==> src/rtl/partition_sweep_pkg.sv <==
// Shared state encoding and metric-width helpers for partition sweep checkers.
package partition_sweep_pkg;

  typedef logic [1:0] state_t;

  localparam state_t IDLE   = 2'd0;
  localparam state_t RUN    = 2'd1;
  localparam state_t FINISH = 2'd2;

  // Bits needed to count mismatching output bits of one pattern.
  function automatic int hd_w(input int po_w);
    return $clog2(po_w + 1);
  endfunction

  function automatic int hd_sum_w(input int pi_w, input int po_w);
    return pi_w + $clog2(po_w + 1);
  endfunction

  function automatic int abs_sum_w(input int pi_w, input int po_w);
    return pi_w + po_w;
  endfunction

endpackage

==> src/rtl/po_error_metric.sv <==
// Combinational per-pattern error metrics between an exact and an approximate
// partition output: mismatch flag, Hamming distance and absolute error.
module po_error_metric
  import partition_sweep_pkg::*;
#(
  parameter int PO_W = 4
) (
  input  logic [PO_W-1:0]     exact,
  input  logic [PO_W-1:0]     approx,
  input  logic                signed_mode,
  output logic                mismatch,
  output logic [hd_w(PO_W)-1:0] hd,
  output logic [PO_W-1:0]     abs_err
);

  localparam int HD_W = hd_w(PO_W);

  logic [PO_W-1:0] diff_bits;
  logic [PO_W:0]   ext_exact;
  logic [PO_W:0]   ext_approx;
  logic [PO_W:0]   diff;

  assign diff_bits  = exact ^ approx;
  assign mismatch   = |diff_bits;
  assign ext_exact  = {signed_mode & exact[PO_W-1], exact};
  assign ext_approx = {signed_mode & approx[PO_W-1], approx};
  assign diff       = ext_exact - ext_approx;

  // |diff| never exceeds 2^PO_W-1 in either mode, so dropping the top bit is the clamp.
  assign abs_err = diff[PO_W] ? PO_W'(-diff) : diff[PO_W-1:0];

  // NOTE: give every always_comb output a default before the loop so no latch is inferred.
  always_comb begin
    hd = '0;
    for (int i = 0; i < PO_W; i++) begin
      hd = hd + HD_W'(diff_bits[i]);
    end
  end

endmodule

==> config.mk <==
export PLATFORM = sky130hd
export DESIGN_NAME = po_error_metric
export DESIGN_NICKNAME = d
export VERILOG_FILES = /design/src/rtl/partition_sweep_pkg.sv /design/src/rtl/po_error_metric.sv
export SDC_FILE = /design/constraint.sdc
export NUM_CORES = 1
export LEC_CHECK = 0
export CORE_AREA = 8 8 45 47
export DETAILED_ROUTE_END_ITERATION = 10
export DIE_AREA = 0 0 53 55
export GPL_TIMING_DRIVEN = 0
export PLACE_DENSITY_LB_ADDON = 0.08
export SYNTH_ARGS = -nofsm -noshare
export SYNTH_HDL_FRONTEND = slang
export SYNTH_SLANG_ARGS = --single-unit
==> constraint.sdc <==
create_clock -name vclk -period 6.6
set_clock_uncertainty 0.05 [all_clocks]
set_input_delay 1.65 -clock vclk [all_inputs]
set_output_delay 1.65 -clock vclk [all_outputs]
set_load 0.03 [all_outputs]
==> results.md <==
- Outcome: finished, final reports clean
- TritonRoute pass-1 iters: 3
- Die X: 53 um
- CP most frequent cell: clkdlybuf4s50_1
- Post-DP Area: 500 um^2
- Final hold violation count: 0
- Critical Path AT: 4.21 ns
- Tightest Pin Transition: 0.336 ns
- Layout overhead on the synthesized area: 61.3%
- Die Height: 55 um
- Max Freq: 0.169 GHz
- Total power: 0.0930 mW
- Vias in the first global route: 335
- Synthesized area per cell: 8.62 um^2
- Startpoint Class: input port
- Area leader, netlist: ha_1
- Largest net degree at the start of global routing: 6
- Pleak: 0.261 nW
- Min-delay src: approx[0]
- Worst-case vdd ir drop: 83.6 uV
- WS Path Type: in2out
- Crit path capture type: output port
- Slew headroom: 0.775
- Slowest stage delay, CP: 0.68 ns
- Syn Inst Count: 36
- Unrepaired setup endpoints after global routing: no
- Post-DRT Antenna Nets: 0
- Cts repair resizes: 0
- Setup WS post-layout: 0.685 ns
- # DRC: 0
- Initial antenna violation count: 0
- Worst hold endpoint: abs_err[0]
- CP required: 4.90 ns
- Nets@finish: 74
- Final Non-Filler Cells: 69
- IO Port Bufs: 17
- HPWL after DPL: 699 um
- Commonest non-fill, non-tap cell in the layout: clkdlybuf4s50_1
- Syn Std Cell Area: 310 um^2
- Critical path buffer and inverter count: 3
- Initial DRC Count: 1
- Fillcell total: 146
- First-pass GRT wire length: 1.26 mm
- Tmin final: 5.91 ns
- Post-synth top area share: 0.323
- I/O pin count: 17
- WL per Instance: 10.8 um
- Slowest CP cell: clkdlybuf4s50_1
- Die area: 2920 um^2
- Post-route cell area: 500 um^2
- Via count: 302
- Share of cells above drive strength 1: 0.0566
- GRT Resource Usage Total: 0.0508
- Post-synthesis sequential area ratio: 0
- Post-CTS Setup Bufs: 0
- Placed cell count: 69
- Place WS: 0.655 ns
- Warnings from Yosys: 0
- Row Count: 14
- CTS Hold Buffers Added: 0
- Setup_tns: 0 ns
- Initial Util: 0.224
- Final Core Density: 0.362
- Gpl congestion: 0.646
- Gr ovfl total: 0
- Layout clock buffers: 0
- CP delay by family, top: buffers and inverters
- Final Cycle Share: 0.896
- Via/cell ratio: 4.38
- CP max FO: 4
- Hold crit path type: in2out
- Ant. Diodes: 0
- Hold path depth: 4
- Power Density: 186 nW/um^2
- WHS: 4.58 ns
- Max-cap violations: 0
- Setup violators final: 0
- Slew Limit Fails: 0
- Crit-path cells: clkdlybuf4s50_1, ha_1, inv_1, fa_1, and3_2, a211o_1, a21oi_1, xor2_1, clkdlybuf4s50_1
- Post-Route WL: 746 um
- Post-synthesis net count: 55
- Num sequential: 0
- Register area: 0 um^2
- Synth top area cells: ha_1 (32%), fa_1 (13%), inv_1 (12%)
- Netlist cell types: 15
- Placeable Area: 1380 um^2
- Most frequent cells in the layout: clkdlybuf4s50_1 (17), inv_1 (10), ha_1 (8)
[synthesized netlist by cell type, drive strengths merged]
library cell   n
nor3           1
and3           1
xor2           3
a211o          1
fa             2
ha             8
nand3          1
a21oi          3
a21o           2
a31o           1
inv           10
xnor3          1
o211ai         1
a21boi         1
[report_power, final]
group          internal (mW)  switching (mW)  total (mW)
Combinational         0.0432          0.0498      0.0930
Clock                      0               0           0
Sequential                 0               0           0
[worst min-delay path, stage by stage]
cell and delay [ns]:
clkdlybuf4s50_1 0.46, ha_1 0.17, inv_1 0.10, clkdlybuf4s50_1 0.60
[area by class of cell]
cell class	instances	area, um^2	area share
multi-input cells	26	273	0.545
repair buffers	17	170	0.340
inverters	10	37.5	0.0750
well taps	16	20.0	0.0400
[logic make-up after synthesis]
kind of cell / count (synthesis) / share of synthesized area
AOI/OAI and AO/OA: 9 / 0.214
xor gates and xnor gates: 4 / 0.157
adders and majority gates: 10 / 0.452
buffers and inverters: 10 / 0.121
and+or+nand+nor: 3 / 0.0564
[layer usage]
layer	wire length [um]	up-vias	track usage	share of wire
li1	-	157	-	-
met2	376	9	0.0996	0.50
met5	0	-	0	0
met1	321	136	0.0593	0.43
met3	48	0	0.00802	0.064
met4	0	0	0	0
[worst max path at each step]
stage / start / cells after the start / end
floorplan: exact[0] / 8 / abs_err[2]
finish: approx[0] / 9 / abs_err[2]
detailed placement: approx[0] / 9 / abs_err[2]
global route: exact[0] / 10 / abs_err[1]
CTS: approx[0] / 9 / abs_err[2]
global placement: approx[0] / 9 / abs_err[2]
(Power assumes the default switching activity.)
